[config.mk]
export PLATFORM = sky130hd
export DESIGN_NAME = pipeline_hazard_ctrl
export DESIGN_NICKNAME = d
export VERILOG_FILES = /design/src/rtl/pipeline_hazard_ctrl.sv
export SDC_FILE = /design/constraint.sdc
export NUM_CORES = 1
export LEC_CHECK = 0
export CAP_MARGIN = 20
export CELL_PAD_IN_SITES_DETAIL_PLACEMENT = 0
export CELL_PAD_IN_SITES_GLOBAL_PLACEMENT = 1
export CORE_MARGIN = 2
export CORE_UTILIZATION = 23
export DETAILED_ROUTE_END_ITERATION = 12
export GPL_TIMING_DRIVEN = 0
export HOLD_SLACK_MARGIN = 0.02
export PLACE_DENSITY_LB_ADDON = 0.1
export SYNTH_ARGS = -nofsm -noshare
export SYNTH_HDL_FRONTEND = slang
export SYNTH_SLANG_ARGS = --single-unit
export TNS_END_PERCENT = 30
[constraint.sdc]
create_clock -name Clk -period 2.1 [get_ports Clk]
set_input_delay 0.42 -clock Clk [delete_from_list [all_inputs] [get_ports Clk]]
set_output_delay 0.42 -clock Clk [all_outputs]
set_load 0.005 [all_outputs]
[src/rtl/pipeline_hazard_ctrl.sv]
// Pipeline sequencing controller: load-use stalls, annulled delay slots and data-memory waits with timeout.
// Optional macro HAZARD_STALL_CNT_EN adds a saturating stall_cycles counter output.
module pipeline_hazard_ctrl #(
  parameter int MEM_TIMEOUT = 15
`ifdef HAZARD_STALL_CNT_EN
  , parameter int CNT_W = 16
`endif
) (
  input  logic       Clk,
  input  logic       R,
  input  logic [4:0] id_rs1,
  input  logic [4:0] id_rs2,
  input  logic       id_rs2_used,
  input  logic [4:0] id_rd,
  input  logic       id_store,
  input  logic       ex_load,
  input  logic       ex_rf_en,
  input  logic [4:0] ex_rd,
  input  logic       id_branch,
  input  logic       id_annul,
  input  logic       id_ba,
  input  logic       branch_taken,
  input  logic       mem_dm_en,
  input  logic       dm_ready,
  output logic       pc_le,
  output logic       npc_le,
  output logic       if_id_le,
  output logic       cs_nop,
  output logic       pipe_hold,
  output logic       mem_err
`ifdef HAZARD_STALL_CNT_EN
  , output logic [CNT_W-1:0] stall_cycles
`endif
);

  localparam int TW = ($clog2(MEM_TIMEOUT + 1) > 4) ? $clog2(MEM_TIMEOUT + 1) : 4;
  localparam logic [TW-1:0] TMAX = TW'(MEM_TIMEOUT);

  typedef enum logic [0:0] {RUN, WAIT} state_t;

  state_t        state, state_nxt;
  logic [TW-1:0] tmr, tmr_nxt;
  logic          annul_pending, annul_pending_nxt;
  logic          mem_err_nxt;
  logic          lu, mw, as_term, frz;

  assign lu = ex_load & ex_rf_en & (ex_rd != 5'd0) &
              ((id_rs1 == ex_rd) | (id_rs2_used & (id_rs2 == ex_rd)) | (id_store & (id_rd == ex_rd)));
  assign mw      = mem_dm_en & ~dm_ready;
  assign as_term = id_branch & id_annul & (~branch_taken | id_ba);
  // The final timeout cycle releases the freeze even though the access never completed.
  assign frz     = mw & ~((state == WAIT) & (tmr == TMAX));

  always_comb begin
    state_nxt   = state;
    tmr_nxt     = tmr;
    mem_err_nxt = mem_err;
    case (state)
      RUN: begin
        if (mw) begin
          state_nxt = WAIT;
          tmr_nxt   = TW'(1);
        end
      end
      WAIT: begin
        if (dm_ready) begin
          state_nxt = RUN;
          tmr_nxt   = '0;
        end else if (tmr < TMAX) begin
          tmr_nxt = tmr + TW'(1);
        end else begin
          state_nxt   = RUN;
          tmr_nxt     = '0;
          mem_err_nxt = 1'b1;
        end
      end
      default: begin
        state_nxt = RUN;
        tmr_nxt   = '0;
      end
    endcase
  end

  always_comb begin
    pc_le     = 1'b1;
    npc_le    = 1'b1;
    if_id_le  = 1'b1;
    cs_nop    = 1'b0;
    pipe_hold = 1'b0;
    if (!R) begin
      pc_le    = 1'b0;
      npc_le   = 1'b0;
      if_id_le = 1'b0;
      cs_nop   = 1'b1;
    end else if (frz) begin
      pc_le     = 1'b0;
      npc_le    = 1'b0;
      if_id_le  = 1'b0;
      pipe_hold = 1'b1;
    end else if (annul_pending) begin
      cs_nop = 1'b1;
    end else if (lu) begin
      pc_le    = 1'b0;
      npc_le   = 1'b0;
      if_id_le = 1'b0;
      cs_nop   = 1'b1;
    end
    annul_pending_nxt = frz ? annul_pending : (as_term & if_id_le);
  end

  always_ff @(posedge Clk) begin
    if (!R) begin
      state         <= RUN;
      tmr           <= '0;
      annul_pending <= 1'b0;
      mem_err       <= 1'b0;
    end else begin
      state         <= state_nxt;
      tmr           <= tmr_nxt;
      annul_pending <= annul_pending_nxt;
      mem_err       <= mem_err_nxt;
    end
  end

`ifdef HAZARD_STALL_CNT_EN
  // Counts frozen cycles plus genuine load-use bubbles; saturates instead of wrapping.
  always_ff @(posedge Clk) begin
    if (!R) begin
      stall_cycles <= '0;
    end else if ((frz | (lu & ~annul_pending)) && !(&stall_cycles)) begin
      stall_cycles <= stall_cycles + CNT_W'(1);
    end
  end
`endif

endmodule

==> run_results.csv <==
group,metric,value,unit
run_status,outcome,"finished clean",
timing,period_needed,2100,ps
setup_path,critPathTopFamily,"simple AND/OR/NAND/NOR gates",
drt,wire_per_inst,10.6,um
setup_path,worstReg2RegStart,"tmr[0]",
placement,port_buffers,37,
timing,tightest_slew,329,ps
floorplanning,boundaryPins,38,
floorplanning,start_util,23.8,%
cells_and_area,drive_above_1_share,32.5,%
cells_and_area,fin_area,1090,sq um
cells_and_area,fin_cells,150,
timing,hold_viol,0,
placement,placed_area,986,sq um
timing,max_slew_margin,78.0,%
min_path,min_path_cells,2,
cells_and_area,fillers,277,
setup_path,worstPathArrival,1680,ps
global_routing,antenna_found_initial,0,
clock_tree,cts_tree,"done",
cells_and_area,final_common_cell,"clkdlybuf4s50_1",
timing,timing.hold.ws,472,ps
timing,post-route-period-util,99.8,%
floorplanning,fp.dieW,54.1,um
floorplanning,rows,18,
power_and_ir_drop,vdd_drop_max,216,uV
drt,drc_errors,0,
setup_path,r2r_cells,6,
power_and_ir_drop,pwr-share-comb,35.4,%
cells_and_area,num-nets-final,154,
clock_tree,numCtsBuffers,3,
setup_path,crit_buf_inv,3,
min_path,worstHoldStart,"mem_err",
drt,ant_nets,0,
power_and_ir_drop,power,406,uW
setup_path,max_stage_delay,540,ps
yosys,synth.distinct_cells,26,
setup_path,criticalPathCategory,"primary input to primary output",
placement,placed_cells,141,
yosys,ys_seq_area_share,24.2,%
power_and_ir_drop,p_clk_share,29.8,%
drt,firstDrtPassIters,2,
cells_and_area,antenna_cells,0,
min_path,hp-class,"register to register",
setup_path,cp_slowest_cell,"or4_4",
power_and_ir_drop,p_int,301,uW
clock_tree,cts.reportedPaths.clkPinSlew,50,ps
power_and_ir_drop,switching_power,104,uW
clock_tree,cts.sinks,7,
setup_path,cp_max_fo,4,
power_and_ir_drop,pwr-share-seq,34.8,%
yosys,syn_inst,74,
yosys,synth_area,578,sq um
clock_tree,htreeDepth,1,
placement,hpwl,1260,um
drt,first_iter_violations,5,
floorplanning,die_h,54.1,um
clock_tree,clk_latency,250,ps
global_routing,grt-ovfl-total,0,
min_path,hold_end,"mem_err",
timing,fin_skew,2.61,ps
timing,drv_slew,0,
yosys,ys_ff_latch,7,
cells_and_area,final_cell_mix,"clkdlybuf4s50_1, xnor2_1, dlygate4sd2_1",
clock_tree,cts_buffer_depth,2,
setup_path,r2r-end,"annul_pending",
timing,fmax,0.477,GHz
floorplanning,core-area,2430,sq um
setup_path,cp-start-kind,"primary input",
yosys,synth_nets,107,
setup_path,cp_common_cell,"buf_6",
global_routing,grt_max_degree,9,
power_and_ir_drop,p_leak,0.473,nW
power_and_ir_drop,power_density,370,nW/um^2
drt,num_vias,670,
power_and_ir_drop,switching_share,25.7,%
cells_and_area,areaGrowthSynthToFinish,89.4,%
global_routing,grt_pass1_vias,673,
global_routing,grt_usage,12.7,%
timing,rsz0062_at_grt,"yes",
global_routing,grt_pass1_wl,2650,um
clock_tree,cts_root_buf,"clkbuf_4",
drt,drt_wl_total,1590,um
timing,setup_violations,0,
setup_path,timing.critical_path.to_type,"primary output",
run,maxCapViolations,0,
setup_path,critical_path_required,1680,ps
setup_path,r2r_slack,600,ps
drt,via_per_inst,4.47,
placement,globalplace.congestion,0.632,
floorplanning,die_area,2930,sq um
setup_path,cp_cell_sequence,"buf_8 > or4_4 > nor2_4 > nor3_2 > o21ai_2 > and3_4 > buf_6 > buf_6",
yosys,yosysWarnings,0,
cells_and_area,post-route-util,45.0,%
yosys,syn_area_per_cell,7.81,sq um
-- worst min-delay path, delay by kind of cell (launching register included) --
family / cells / cell delay, ps
AOI/OAI and AO/OA: 1 / 40
DFF: 1 / 320
and+or+nand+nor: 1 / 70
-- final cells by class --
type / instances / area (sq um) / share of cell area, %
Buffer: 2 / 22.5 / 2.06
Clock buffer: 4 / 26.3 / 2.40
Inverter: 3 / 11.3 / 1.03
Multi-Input combinational cell: 62 / 472 / 43.1
Sequential cell: 7 / 145 / 13.3
Tap cell: 30 / 37.5 / 3.43
Timing Repair Buffer: 42 / 380 / 34.7
-- power by group through the flow --
stage	clock network [mW]	registers, mW	logic, mW
floorplan	0	0.142	0.0544
global placement	0	0.143	0.140
detailed placement	0	0.143	0.140
CTS	0.126	0.141	0.130
global route	0.135	0.142	0.159
finish	0.121	0.141	0.144
-- registers in the layout, indices dropped and copies added (netlist names) --
signal and flops:
mem_err 1, state 1, tmr 4, annul_pending 1
-- synth_stat cells, drive strengths merged --
master / n / area share, %
dfxtp: 7 / 24
nand3: 2 / 1.7
nor2: 8 / 5.6
xnor2: 11 / 17
ha: 1 / 2.2
o21ai: 5 / 5.0
inv: 3 / 1.9
a211o: 1 / 1.7
a21oi: 5 / 4.3
nor3: 2 / 1.7
xor2: 5 / 7.6
nand4: 1 / 1.1
nor4: 1 / 1.1
nand2: 6 / 3.9
nor2b: 2 / 2.2
buf: 2 / 2.6
o22ai: 1 / 2.2
and3: 4 / 4.3
o21bai: 1 / 1.3
or4: 1 / 1.3
or3b: 1 / 1.5
a22oi: 3 / 3.9
mux2: 1 / 1.9
-- metrics by stage --
| step | TNS [ps] | setup slack, ps |
|---|---|---|
| final | 0 | 4.76 |
| after CTS | -253 | -87.8 |
| after global routing | -90.6 | -45.4 |
| after global placement | -3570 | -917 |
| after floorplan | 0 | 195 |
| after detailed placement | -3620 | -926 |
-- per-layer routing --
metal  vias to the layer above  track usage, %  part of all wire (%)
li1                        350               -                     -
met1                       293            14.0                    40
met2                        25            21.5                    50
met3                         2            4.17                   8.4
met4                         0            6.25                   1.2
met5                         -               0                     0
-- how the worst max path moves through the flow --
stage	from	end	slack, ps	cells after the start
floorplan	ex_rd[1]	npc_le	190	6
global placement	ex_rd[1]	pc_le	-920	8
detailed placement	ex_rd[1]	npc_le	-930	8
CTS	id_rs2[0]	npc_le	-90	8
global route	id_rs2[1]	pc_le	-50	8
finish	ex_rd[1]	npc_le	5	8
-- repair_timing --
item                                    4_1_cts  5_1_grt
resized for setup                            62       30
endpoints found under the setup margin        5        4
pin swaps                                    16       18
setup buffers                                 2        3
hold buffers                                  0        0
-- logic make-up (layout without fill, tap and decap cells) --
| kind of cell | after synthesis | in the layout | synth area share, % |
|---|---|---|---|
| adders and majority gates | 1 | 1 | 2.16 |
| buffers and inverters | 5 | 51 | 4.54 |
| xor gates and xnor gates | 16 | 16 | 24.2 |
| muxes | 1 | 1 | 1.95 |
| and+or+nand+nor | 28 | 28 | 24.5 |
| AOI/OAI and AO/OA | 16 | 16 | 18.4 |
| DFF | 7 | 7 | 24.2 |
No activity file was read; power rests on OpenSTA's default activity.
